[src/rtl/msrv32_pkg.sv]
// Shared types for the msrv32 data-memory arbiter.
// FSM state, owner encoding and default watchdog limit.
package msrv32_pkg;

  typedef enum logic [1:0] {
    IDLE      = 2'b00,
    BUSY_CORE = 2'b01,
    BUSY_DMA  = 2'b10
  } arb_state_e;

  typedef enum logic {
    CORE = 1'b0,
    DMA  = 1'b1
  } owner_e;

  localparam int unsigned TIMEOUT_DEF = 255;

  typedef struct packed {
    logic        we;
    logic [31:0] addr;
    logic [31:0] wdata;
    logic [3:0]  mask;
  } mem_req_t;

endpackage

[src/rtl/msrv32_rr_arb2.sv]
// Two-way round-robin picker for the data-memory port.
// A tie goes to the side that was not granted last.
module msrv32_rr_arb2
  import msrv32_pkg::*;
(
  input  logic [1:0] req,
  input  owner_e     last_gnt,
  input  logic       exclude_valid,
  input  owner_e     exclude_id,
  output logic       gnt_valid,
  output owner_e     gnt_id
);

  logic [1:0] elig;

  always_comb begin
    elig = req;
    if (exclude_valid) begin
      if (exclude_id == DMA) elig[1] = 1'b0;
      else                   elig[0] = 1'b0;
    end
    gnt_valid = |elig;
    gnt_id    = CORE;
    unique case (1'b1)
      (elig == 2'b11): gnt_id = (last_gnt == CORE) ? DMA : CORE;
      (elig == 2'b10): gnt_id = DMA;
      (elig == 2'b01): gnt_id = CORE;
      default:         gnt_id = CORE;
    endcase
  end

endmodule

[src/rtl/msrv32_dmem_arbiter.sv]
// Shares the msrv32 data-memory port between core and DMA master,
// with registered port outputs and a per-access watchdog.
module msrv32_dmem_arbiter
  import msrv32_pkg::*;
#(
  parameter int unsigned TIMEOUT_CYCLES = TIMEOUT_DEF
) (
  input  logic        ms_riscv32_mp_clk_in,
  input  logic        ms_riscv32_mp_rst_n_in,
  input  logic        core_req_in,
  input  logic        core_we_in,
  input  logic [31:0] core_addr_in,
  input  logic [31:0] core_wdata_in,
  input  logic [3:0]  core_mask_in,
  output logic        core_ack_out,
  output logic        core_err_out,
  output logic        core_stall_out,
  output logic [31:0] core_rdata_out,
  input  logic        dma_req_in,
  input  logic        dma_we_in,
  input  logic [31:0] dma_addr_in,
  input  logic [31:0] dma_wdata_in,
  input  logic [3:0]  dma_mask_in,
  output logic        dma_ack_out,
  output logic        dma_err_out,
  output logic [31:0] dma_rdata_out,
  output logic [31:0] ms_riscv32_mp_dmaddr_out,
  output logic [31:0] ms_riscv32_mp_dmdata_out,
  output logic [3:0]  ms_riscv32_mp_dmwr_mask_out,
  output logic        ms_riscv32_mp_dmwr_req_out,
  output logic        ms_riscv32_mp_dmrd_req_out,
  input  logic [31:0] ms_riscv32_mp_dmdata_in,
  input  logic        ms_riscv32_mp_hready_in
);

  localparam int CW = $clog2(TIMEOUT_CYCLES + 1);
  localparam logic [CW-1:0] TMAX = CW'(TIMEOUT_CYCLES);

  arb_state_e  state_q, state_d;
  owner_e      last_q, last_d;
  logic [CW-1:0] cnt_q, cnt_d;
  logic [31:0] addr_q, addr_d;
  logic [31:0] data_q, data_d;
  logic [3:0]  mask_q, mask_d;
  logic        wr_q, wr_d;
  logic        rd_q, rd_d;

  logic     busy, hit, tmo, done;
  owner_e   own;
  logic     gnt_valid;
  owner_e   gnt_id;
  mem_req_t core_r, dma_r, pick;

  assign busy = (state_q != IDLE);
  assign own  = (state_q == BUSY_DMA) ? DMA : CORE;
  assign hit  = busy & ms_riscv32_mp_hready_in;
  assign tmo  = busy & ~ms_riscv32_mp_hready_in & (cnt_q == TMAX);
  assign done = hit | tmo;

  assign core_r = '{core_we_in, core_addr_in, core_wdata_in, core_mask_in};
  assign dma_r  = '{dma_we_in, dma_addr_in, dma_wdata_in, dma_mask_in};
  assign pick   = (gnt_id == DMA) ? dma_r : core_r;

  // While busy the owner is masked so its still-high request
  // cannot be regranted at its own completion edge.
  msrv32_rr_arb2 u_arb (
    .req           ({dma_req_in, core_req_in}),
    .last_gnt      (last_q),
    .exclude_valid (busy),
    .exclude_id    (own),
    .gnt_valid     (gnt_valid),
    .gnt_id        (gnt_id)
  );

  always_comb begin
    state_d = state_q;
    last_d  = last_q;
    cnt_d   = cnt_q;
    addr_d  = addr_q;
    data_d  = data_q;
    mask_d  = mask_q;
    wr_d    = wr_q;
    rd_d    = rd_q;
    if (!busy || done) begin
      if (done) last_d = own;
      if (gnt_valid) begin
        state_d = (gnt_id == DMA) ? BUSY_DMA : BUSY_CORE;
        addr_d  = pick.addr & 32'hFFFF_FFFC;
        data_d  = pick.wdata;
        mask_d  = pick.we ? pick.mask : 4'b0000;
        wr_d    = pick.we;
        rd_d    = ~pick.we;
        cnt_d   = '0;
      end else begin
        state_d = IDLE;
        wr_d    = 1'b0;
        rd_d    = 1'b0;
      end
    end else if (!ms_riscv32_mp_hready_in && cnt_q != TMAX) begin
      cnt_d = cnt_q + CW'(1);
    end
  end

  always_ff @(posedge ms_riscv32_mp_clk_in or negedge ms_riscv32_mp_rst_n_in) begin
    if (!ms_riscv32_mp_rst_n_in) begin
      state_q <= IDLE;
      last_q  <= DMA;
      cnt_q   <= '0;
      addr_q  <= '0;
      data_q  <= '0;
      mask_q  <= '0;
      wr_q    <= 1'b0;
      rd_q    <= 1'b0;
    end else begin
      state_q <= state_d;
      last_q  <= last_d;
      cnt_q   <= cnt_d;
      addr_q  <= addr_d;
      data_q  <= data_d;
      mask_q  <= mask_d;
      wr_q    <= wr_d;
      rd_q    <= rd_d;
    end
  end

  assign core_ack_out   = hit & (own == CORE);
  assign core_err_out   = tmo & (own == CORE);
  assign dma_ack_out    = hit & (own == DMA);
  assign dma_err_out    = tmo & (own == DMA);
  assign core_stall_out = core_req_in & ~core_ack_out;
  assign core_rdata_out = (core_ack_out & rd_q) ? ms_riscv32_mp_dmdata_in : 32'h0;
  assign dma_rdata_out  = (dma_ack_out & rd_q) ? ms_riscv32_mp_dmdata_in : 32'h0;

  assign ms_riscv32_mp_dmaddr_out    = addr_q;
  assign ms_riscv32_mp_dmdata_out    = data_q;
  assign ms_riscv32_mp_dmwr_mask_out = mask_q;
  assign ms_riscv32_mp_dmwr_req_out  = wr_q;
  assign ms_riscv32_mp_dmrd_req_out  = rd_q;

endmodule

[config.mk]
export PLATFORM = sky130hd
export DESIGN_NAME = msrv32_dmem_arbiter
export DESIGN_NICKNAME = d
export VERILOG_FILES = /design/src/rtl/msrv32_pkg.sv /design/src/rtl/msrv32_rr_arb2.sv /design/src/rtl/msrv32_dmem_arbiter.sv
export SDC_FILE = /design/constraint.sdc
export NUM_CORES = 1
export LEC_CHECK = 0
export ABC_AREA = 1
export BUFFER_PORTS_ARGS = -buffer_cell sky130_fd_sc_hd__clkbuf_2
export CAP_MARGIN = 20
export CELL_PAD_IN_SITES_DETAIL_PLACEMENT = 1
export CELL_PAD_IN_SITES_GLOBAL_PLACEMENT = 2
export CORE_MARGIN = 1.5
export CORE_UTILIZATION = 20
export CTS_BUF_LIST = sky130_fd_sc_hd__clkbuf_16
export CTS_CLUSTER_DIAMETER = 120
export DETAILED_ROUTE_END_ITERATION = 12
export PLACE_DENSITY = 0.84
export SYNTH_ARGS = -nofsm -noshare
export SYNTH_HDL_FRONTEND = slang
export SYNTH_HIERARCHICAL = 1
export SYNTH_SLANG_ARGS = --single-unit
[constraint.sdc]
create_clock -name ms_riscv32_mp_clk_in -period 2.45 [get_ports ms_riscv32_mp_clk_in]
set_clock_uncertainty 0.15 [all_clocks]
set_input_delay 0.49 -clock ms_riscv32_mp_clk_in [delete_from_list [all_inputs] [get_ports ms_riscv32_mp_clk_in]]
set_output_delay 0.49 -clock ms_riscv32_mp_clk_in [all_outputs]
set_load 0.05 [all_outputs]
==> summary.md, run 1 <==
| Metric | Value |
|---|---|
| Largest family of logic cells by synthesized area | `simple AND/OR/NAND/NOR gates` |
| Pint | `4.28 mW` |
| Avg WL per Cell | `14.6 µm` |
| Die Wd | `157 µm` |
| Clock slew at reported path FFs | `0.06 ns` |
| Vias per inst | `4.16` |
| Final instance area | `0.00795 mm²` |
| Die Span Y | `157 µm` |
| Leading cell type in the layout, fill and taps excluded | `nand2_1` |
| Fin crit period | `2.37 ns` |
| Cell Area, Placed | `0.00696 mm²` |
| Post-Synth Simple-Gate Area | `35.6%` |
| Initial DRC count | `128` |
| Worst-path fanout max | `16` |
| Hpwl dp | `14200 µm` |
| Layout cells sized above 1 | `42.1%` |
| Clock Path Buffers | `2` |
| First-pass GRT wire length | `29000 µm` |
| Status | `completed` |
| N_diodes | `0` |
| RSZ-0062 raised after global routing | `yes` |
| Headroom to the max-slew limit | `62.7%` |
| Final setup TNS | `0 ns` |
| Total die area | `0.0247 mm²` |
| Number of remaining DRC errors | `0` |
| Final count of hold timing violations | `0` |
| R2R Setup Slk | `0.23 ns` |
| Clock Tree Root | `clkbuf_16` |
| CTS tree | `built` |
| Worst setup path class | `flip-flop to output pin` |
| # nets final | `1209` |
| Fill cells | `3012` |
| Max Cap Viol | `0` |
| HP Class | `flip-flop to flip-flop` |
| Post-synthesis mux area share | `0%` |
| Area growth from synthesis to layout | `67.3%` |
| Net Sw Frac | `54.8%` |
| Slew Viols, Final | `0` |
| Area used by multi-input combinational logic | `0.00239 mm²` |
| Comb pwr share | `61.0%` |
| Clock share of power | `15.2%` |
| TritonCTS Buffers | `9` |
| Setup Slack @ Placement | `0.188 ns` |
| Clock Latency Late Sink | `0.33 ns` |
| Synth Register Bits | `79` |
| Setup Viol. Count Final | `0` |
| Leak | `4.54 nW` |
| Largest net degree at the start of global routing | `65` |
| Period Utilization, post-route | `96.7%` |
| Worst-margin pin slew | `0.560 ns` |
| Data required time of the critical path | `1.81 ns` |
| Peak VDD IR | `0.000422 V` |
| Starting density of the core | `20.3%` |
| Synth Cell Area | `0.00475 mm²` |
| Htree depth | `3` |
| Slowest cell on crit path | `dfrtp_1` |
| Worst EP arrival | `1.73 ns` |
| Average cell area after synthesis | `6.51 µm²` |
| 1st-pass router iterations | `4` |
| Synth warn | `6` |
| I/O Pins | `314` |
| DR vias | `5645` |
| PwrDens | `1190 mW/mm²` |
| Register Area | `0.00198 mm²` |
| Crit path largest cell delay | `0.40 ns` |
| Unique masters post-synth | `23` |
| Final WL | `19800 µm` |
| Sequential area share after synthesis | `41.6%` |
| Initial antenna violation count | `0` |
| Setup WS post-layout | `0.0819 ns` |
| FMAX | `422 MHz` |
| Total power | `9.48 mW` |
| Total core area | `0.0234 mm²` |
| Syn Inst Count | `730` |
| Adder-Cell Fraction of Synth Area | `0.263%` |
| Tot GR Track Use | `15.1%` |
| Commonest non-fill, non-tap cells in the layout | `nand2_1, clkbuf_2, inv_1, nand3_1, dfrtp_1` |
| Synth Area in Compound Gates | `7.53%` |
| Routed Antenna Nets | `0` |
| Psw | `5.20 mW` |
| CP Launch Type | `flip-flop` |
| Port Buf Inserts | `307` |
| Post-synthesis xor/xnor area fraction | `0.184%` |
| CP Capture Type | `output pin` |
| Row count | `56` |
| Flop pwr share | `23.8%` |
| Gr ovfl total | `0` |
| Crit path cell chain | `inv_2 > nor2_4 > inv_2 > nor2_4 > nand2_4 > buf_12 > nor2_1 > buf_4` |
| TritonCTS Sinks | `79` |
| Placer Congestion | `0.744` |
| Vias in the first global route | `5650` |
[cell usage after synthesis (all sizes together)]
library cell / count / area (µm²)
dfrtp: 78 / 1950
ha: 1 / 12.5
clkbuf: 15 / 56.3
o21ai: 69 / 345
a21oi: 1 / 5.00
conb: 1 / 3.75
nand4: 1 / 6.26
nand2: 248 / 936
nor2: 78 / 310
or2: 1 / 6.26
buf: 31 / 206
dfstp: 1 / 26.3
o21bai: 1 / 7.51
nand3: 87 / 435
xor2: 1 / 8.76
inv: 115 / 432
clkinv: 1 / 3.75
[worst max-delay path, delay by kind of cell (launching register included)]
family | cells | cell delay, ns
AND/OR/NAND/NOR | 4 | 0.46
flip-flops | 1 | 0.40
buffers and inverters | 4 | 0.53
[per-layer routing]
metal / vias up / GRT usage, % / wire length (µm)
met4: 0 / 3.95 / 347
met5: - / 0 / 0
met3: 26 / 4.96 / 1830
li1: 2809 / - / -
met1: 2569 / 16.1 / 7580
met2: 241 / 28.4 / 10000
[final timing paths]
kind / from / cells past startpoint / endpoint
worst max-delay path: state_q[1] / 8 / dma_rdata_out[31]
worst min-delay path: ms_riscv32_mp_dmaddr_out[15] / 2 / ms_riscv32_mp_dmaddr_out[15]
worst max register to register: state_q[1] / 15 / ms_riscv32_mp_dmwr_mask_out[0]
worst min register to register: ms_riscv32_mp_dmaddr_out[15] / 2 / ms_riscv32_mp_dmaddr_out[15]
max in group asynchronous: ms_riscv32_mp_rst_n_in / 3 / ms_riscv32_mp_dmaddr_out[2]
min in group asynchronous: ms_riscv32_mp_rst_n_in / 2 / ms_riscv32_mp_dmdata_out[6]
[flip-flops by register name, indices dropped and copies added (netlist names)]
signal / cells
cnt_q: 8
last_q: 1
ms_riscv32_mp_dmaddr_out: 30
ms_riscv32_mp_dmdata_out: 32
ms_riscv32_mp_dmrd_req_out: 1
ms_riscv32_mp_dmwr_mask_out: 4
ms_riscv32_mp_dmwr_req_out: 1
state_q: 2
[metrics by stage]
stage / hold WS [ns] / instances / util, %
global placement: 0.302 / 1329 / 29.8
detailed placement: 0.307 / 1329 / 29.8
floorplan: 0.0444 / 731 / -
CTS: 0.320 / 1350 / 32.5
finish: 0.321 / 1356 / 34.0
global route: 0.345 / 1356 / 34.0
[area by class of cell]
type                            count  area share, %
Multi-Input combinational cell    490           30.0
Tap cell                          319           5.02
Inverter                          116           5.52
Clock buffer                        9           2.83
Timing Repair Buffer              337           30.6
Clock inverter                      6           1.10
Sequential cell                    79           24.9
[kinds of logic (layout without fill, tap and decap cells)]
group / after synthesis / count (layout)
AO/OA/AOI/OAI: 71 / 71
XOR/XNOR: 1 / 1
adder cells (fa/ha/maj): 1 / 1
buffers and inverters: 162 / 468
flip-flops: 79 / 79
other: 1 / 2
AND/OR/NAND/NOR: 415 / 415
[what timing repair did]
item / CTS / global route
endpoints found under the hold margin: 5 / 0
gates resized for setup: 73 / 139
setup endpoints to repair: 66 / 67
cloned: 2 / 3
pin swaps: 2 / 3
setup buffers: 3 / 3
hold buffers: 1 / 0
[power by group through the flow]
stage | logic [mW] | clock network (mW) | registers, mW
after global routing | 6.24 | 1.55 | 2.35
after floorplan | 2.11 | 0 | 4.09
after CTS | 5.70 | 1.51 | 2.26
after detailed placement | 5.52 | 0 | 2.26
final | 5.78 | 1.44 | 2.26
after global placement | 5.49 | 0 | 2.23
(Power assumes the default switching activity.)
==> run 2: changes to the inputs <==
Settings changed: PLACE_DENSITY 0.84 to default, PLACE_DENSITY_LB_ADDON from default to 0.1.
==> run 2 against run 1 <==
Net effect: via count down 3.3%; non-clock buffer count shrank 4; critical path type unchanged; highest routed layer unchanged; largest power group unchanged; register-to-register slack improved by 0.04 ns; sequential power fell by 2%.
==> summary.md, run 2 (same netlist as run 1, synthesis figures left out) <==
| Metric | Value |
|---|---|
| CTS tree | `built` |
| Data required time of the critical path | `1.81 ns` |
| Commonest non-fill, non-tap cells in the layout | `nand2_1, clkbuf_2, inv_1, nand3_1, dfrtp_1` |
| Worst-path fanout max | `16` |
| Net Sw Frac | `56.1%` |
| Initial DRC count | `177` |
| RSZ-0062 raised after global routing | `yes` |
| N_diodes | `0` |
| Area growth from synthesis to layout | `62.5%` |
| Leak | `4.48 nW` |
| CP Capture Type | `output pin` |
| Clock Latency Late Sink | `0.34 ns` |
| PwrDens | `1180 mW/mm²` |
| Clock share of power | `13.5%` |
| Worst setup path class | `flip-flop to output pin` |
| Clock Path Buffers | `2` |
| HP Class | `flip-flop to flip-flop` |
| Avg WL per Cell | `14.1 µm` |
| DR vias | `5459` |
| Gr ovfl total | `0` |
| Comb pwr share | `62.2%` |
| Setup Slack @ Placement | `0.185 ns` |
| Cell Area, Placed | `0.00702 mm²` |
| Htree depth | `3` |
| Port Buf Inserts | `307` |
| Tot GR Track Use | `15.4%` |
| Die Span Y | `157 µm` |
| Vias per inst | `4.03` |
| Layout cells sized above 1 | `41.0%` |
| Peak VDD IR | `0.000445 V` |
| Psw | `5.13 mW` |
| 1st-pass router iterations | `4` |
| Routed Antenna Nets | `0` |
| Setup WS post-layout | `0.0694 ns` |
| Row count | `56` |
| Worst EP arrival | `1.74 ns` |
| Starting density of the core | `20.3%` |
| Pint | `4.01 mW` |
| # nets final | `1205` |
| Fin crit period | `2.38 ns` |
| CP Launch Type | `flip-flop` |
| Clock Tree Root | `clkbuf_16` |
| Hpwl dp | `14400 µm` |
| Final count of hold timing violations | `0` |
| Leading cell type in the layout, fill and taps excluded | `nand2_1` |
| Flop pwr share | `24.3%` |
| Total core area | `0.0234 mm²` |
| First-pass GRT wire length | `29500 µm` |
| TritonCTS Sinks | `79` |
| Placer Congestion | `0.712` |
| Period Utilization, post-route | `97.2%` |
| Max Cap Viol | `0` |
| Final WL | `19100 µm` |
| Largest register FFs | `32` |
| Final instance area | `0.00772 mm²` |
| Status | `completed` |
| Slew Viols, Final | `0` |
| Largest net degree at the start of global routing | `51` |
| Die Wd | `157 µm` |
| Number of remaining DRC errors | `0` |
| Total die area | `0.0247 mm²` |
| Initial antenna violation count | `0` |
| I/O Pins | `314` |
| Vias in the first global route | `5465` |
| TritonCTS Buffers | `9` |
| Clock slew at reported path FFs | `0.06 ns` |
| FMAX | `420 MHz` |
| Setup Viol. Count Final | `0` |
==> run 2: changes by cell type in the layout (fill, tap and decap cells not counted), moves of 2 or more <==
cell | previous run | this run
buf_4 | 32 | 45
clkbuf_8 | 4 | 20
buf_12 | 16 | 18
clkinvlp_4 | 2 | 0
buf_8 | 12 | 4
clkbuf_16 | 11 | 9
buf_6 | 29 | 4
bufinv_16 | 2 | 0
nor2_4 | 21 | 16
clkinv_2 | 1 | 4
nor2_1 | 8 | 13
==> run 2: final cells by class <==
class,instances,area (µm²)
clock buffer,9,225
clock inverter,7,40.0
fill,2975,15700
inverter,116,437
multi-input combinational,490,2330
sequential,79,1980
tap,319,399
timing repair buffer,333,2320
==> run 2: repair_timing <==
action                     4_1_cts  5_1_grt
hold buffers                     1        0
buffers inserted                 2        2
resized for setup               65       93
setup endpoints to repair       66       62
hold endpoints to repair        29        0
pin swaps                        1        2
gates cloned                     1        0
==> run 2: stage by stage <==
| step | hold WS (ns) | cells | TNS, ns | util [%] | power, mW |
|---|---|---|---|---|---|
| finish | 0.318 | 1353 | 0 | 33.0 | 9.14 |
| CTS | 0.317 | 1351 | -0.00426 | 32.5 | 9.28 |
| global placement | 0.303 | 1331 | 0 | 30.0 | 7.80 |
| global route | 0.337 | 1353 | -0.146 | 33.0 | 9.82 |
| floorplan | 0.0444 | 731 | -3.56 | - | 6.20 |
| detailed placement | 0.307 | 1331 | 0 | 30.0 | 7.83 |
==> run 2: path summary, 6_finish.rpt <==
check | from | endpoint | slack, ns | depth (start not counted)
setup / recovery | state_q[0] | core_rdata_out[12] | 0.07 | 8
hold / removal | ms_riscv32_mp_dmwr_mask_out[1] | ms_riscv32_mp_dmwr_mask_out[1] | 0.32 | 2
setup reg to reg | state_q[0] | ms_riscv32_mp_dmwr_mask_out[3] | 0.27 | 12
hold reg to reg | ms_riscv32_mp_dmwr_mask_out[1] | ms_riscv32_mp_dmwr_mask_out[1] | 0.32 | 2
max in group asynchronous | ms_riscv32_mp_rst_n_in | last_q | 0.97 | 3
min in group asynchronous | ms_riscv32_mp_rst_n_in | ms_riscv32_mp_dmdata_out[9] | 0.47 | 2
==> run 2: critical path: stages (launching register included) <==
cell and delay [ns]:
dfrtp_1 0.42, nor2_1 0.10, nor2_1 0.13, nand2_1 0.10, inv_2 0.08, nand2_4 0.07
buf_16 0.19, nor2_2 0.11, clkbuf_8 0.19
==> run 2: power groups by stage <==
stage | Sequential [mW] | Combinational, mW | Clock, mW
floorplan | 4.09 | 2.11 | 0
global placement | 2.21 | 5.58 | 0
detailed placement | 2.24 | 5.59 | 0
CTS | 2.23 | 5.74 | 1.31
global route | 2.30 | 6.17 | 1.35
finish | 2.22 | 5.68 | 1.24
==> run 2: metal layers <==
layer | vias up | part of all wire, % | GRT usage [%]
met4 | 0 | 0.69 | 3.23
met2 | 193 | 47 | 26.6
met3 | 8 | 10 | 6.08
met5 | - | 0 | 0
met1 | 2461 | 42 | 17.9
li1 | 2797 | - | -
==> run 3: changes to the inputs <==
Settings changed: CELL_PAD_IN_SITES_DETAIL_PLACEMENT 1 to 0, CELL_PAD_IN_SITES_GLOBAL_PLACEMENT 2 to 1, CORE_UTILIZATION 20 to 27, SYNTH_HIERARCHICAL 1 to default.
==> run 3 against run 2 <==
Net effect: sequential share of layout area increased by 1.2 points; register-to-register slack improved by 0.23 ns; via count decreased by 2.5%; global-route usage up 3.2 points; cell area decreased by 4.4%; highest routed layer unchanged.
==> summary.md, run 3 <==
| Metric | Value |
|---|---|
| Status | `completed` |
| Worst R2R End | `ms_riscv32_mp_dmdata_out[2]` |
| CP Capture Type | `output pin` |
| TritonCTS Sinks | `79` |
| Die Span Y | `134 µm` |
| Total core area | `0.0167 mm²` |
| Number of remaining DRC errors | `0` |
| Commonest non-fill, non-tap cells in the layout | `nand2_1, clkbuf_2, nand3_1, dfrtp_1, inv_1` |
| Unique masters post-synth | `30` |
| Area leader, netlist | `dfrtp_1` |
| Reg2Reg Launch Point | `state_q[0]` |
| Port Buf Inserts | `307` |
| Syn Inst Count | `706` |
| Synth top area share | `42.0%` |
| CTS tree | `built` |
| Vias per inst | `4.32` |
| Area growth from synthesis to layout | `58.8%` |
| Vias in the first global route | `5154` |
| Fill cells | `1794` |
| Hpwl dp | `12500 µm` |
| # placed instances | `1210` |
| Leading cell type in the layout, fill and taps excluded | `nand2_1` |
| Hold Crit Start | `dma_addr_in[3]` |
| Final count of hold timing violations | `0` |
| WL met2 | `8320 µm` |
| Highest routed layer | `met4` |
| Largest register FFs | `32` |
| CP Launch Type | `flip-flop` |
| Routed Antenna Nets | `0` |
| FMAX | `422 MHz` |
| Clock Latency Late Sink | `0.34 ns` |
| Most common cell in the synthesized netlist | `nand2_1` |
| Final instance area | `0.00738 mm²` |
| N_diodes | `0` |
| Initial DRC count | `180` |
| Peak VDD IR | `0.000655 V` |
| Avg WL per Cell | `13.6 µm` |
| Setup WS post-layout | `0.0820 ns` |
| Setup Viol. Count Final | `0` |
| DR vias | `5324` |
| Final setup TNS | `0 ns` |
| EDFF count, synth | `0` |
| Period Utilization, post-route | `96.7%` |
| Max Cap Viol | `0` |
| 1st-pass router iterations | `4` |
| Largest net degree at the start of global routing | `68` |
| Total die area | `0.0180 mm²` |
| Ys flop type | `dfrtp_1` |
| I/O Pins | `314` |
| Top cells by count, synth | `nand2_1, nand3_1, dfrtp_1, nor2_1, inv_1` |
| Cell Area, Placed | `0.00680 mm²` |
| Worst-path fanout max | `15` |
| Worst EP arrival | `1.73 ns` |
| HP Class | `input port to flip-flop` |
| Synth warn | `0` |
| Setup Slack @ Placement | `0.119 ns` |
| WHS Endpoint | `ms_riscv32_mp_dmaddr_out[3]` |
| Leak | `4.35 nW` |
| WL met1 | `6890 µm` |
| Data required time of the critical path | `1.81 ns` |
| Sequential area share after synthesis | `42.6%` |
| Row count | `47` |
| Die Wd | `134 µm` |
| Gr ovfl total | `0` |
| Fin crit period | `2.37 ns` |
| Async set or reset register ratio after synthesis | `100%` |
| Final hold slack | `0.282 ns` |
| Worst Reg-to-Reg Cells | `10` |
| TritonCTS Buffers | `9` |
| Final Util | `44.2%` |
| Total power | `9.56 mW` |
| Average cell area after synthesis | `6.58 µm²` |
| Starting density of the core | `27.8%` |
| # nets final | `1183` |
| Tot GR Track Use | `18.6%` |
| Ranking of synthesized cells by area | `dfrtp_1, nand2_1, nand3_1` |
| First-pass GRT wire length | `26600 µm` |
| Placer Congestion | `0.758` |
| Routed wl met3 | `1210 µm` |
| Clock Tree Root | `clkbuf_16` |
| Htree depth | `3` |
| Clock Path Buffers | `2` |
| Synth Cell Area | `0.00465 mm²` |
| Slew Viols, Final | `0` |
| Worst setup path class | `flip-flop to output pin` |
| RSZ-0062 raised after global routing | `yes` |
| Synth Register Bits | `79` |
| R2R Setup Slk | `0.50 ns` |
| Initial antenna violation count | `0` |
| Final non-filler cell total | `1232` |
| Final WL | `16800 µm` |
| Clock slew at reported path FFs | `0.06 ns` |
| Hold depth | `5` |
| PwrDens | `1300 mW/mm²` |
| Layout cells sized above 1 | `42.5%` |
-- run 3: worst max path at each step --
stage / from / end / slack [ns] / depth (start not counted)
2_1_floorplan: state_q[0] / dma_rdata_out[16] / -0.13 / 6
3_3_place_gp: ms_riscv32_mp_hready_in / core_rdata_out[31] / 0.12 / 7
3_5_place_dp: ms_riscv32_mp_hready_in / core_rdata_out[19] / 0.12 / 7
4_1_cts: state_q[0] / dma_rdata_out[0] / 0.001 / 7
5_1_grt: state_q[1] / core_rdata_out[31] / -0.01 / 6
6_report: state_q[0] / core_rdata_out[31] / 0.08 / 8
-- run 3: routing by layer --
layer,track usage (%),up-vias
met4,6.21,0
li1,-,2747
met5,0,-
met2,32.7,193
met1,22.0,2360
met3,5.06,24
-- run 3: cell families after synthesis --
group,count (synthesis),share of synthesized area [%]
buf+inv,91,9.45
flops,79,42.6
other cells,1,0.0807
simple gates,519,45.4
xor+xnor,3,0.566
compound gates,12,1.64
fa+ha+maj,1,0.269
-- run 3: critical path, cell delays in order, from the launching register on --
cell and delay, ns:
dfrtp_1 0.36, inv_2 0.08, nand2_4 0.11, clkinvlp_4 0.12, nor2_4 0.13, nand2_2 0.09
buf_8 0.18, nor2_1 0.09, clkbuf_4 0.23
-- run 3: where the power goes --
part | internal, mW | total [mW] | switching [mW]
registers | 1.89 | 2.22 | 0.324
logic | 1.53 | 6.03 | 4.50
clock network | 0.780 | 1.32 | 0.540
total | 4.20 | 9.56 | 5.36
-- run 3: area by class of cell --
| type | instances | area, µm² | area share [%] |
|---|---|---|---|
| well taps | 220 | 275 | 3.73 |
| inverters | 46 | 178 | 2.41 |
| multi-input cells | 537 | 2550 | 34.5 |
| flip-flops and latches | 79 | 1980 | 26.8 |
| repair buffers | 334 | 2110 | 28.6 |
| clock inverters | 7 | 65.1 | 0.882 |
| clock buffers | 9 | 225 | 3.05 |
-- run 3: timing repair --
item,CTS,global route
setup buffers,0,5
resized for setup,70,30
hold buffers,1,0
hold endpoints to repair,29,0
endpoints found under the setup margin,63,63
pin swaps,0,2
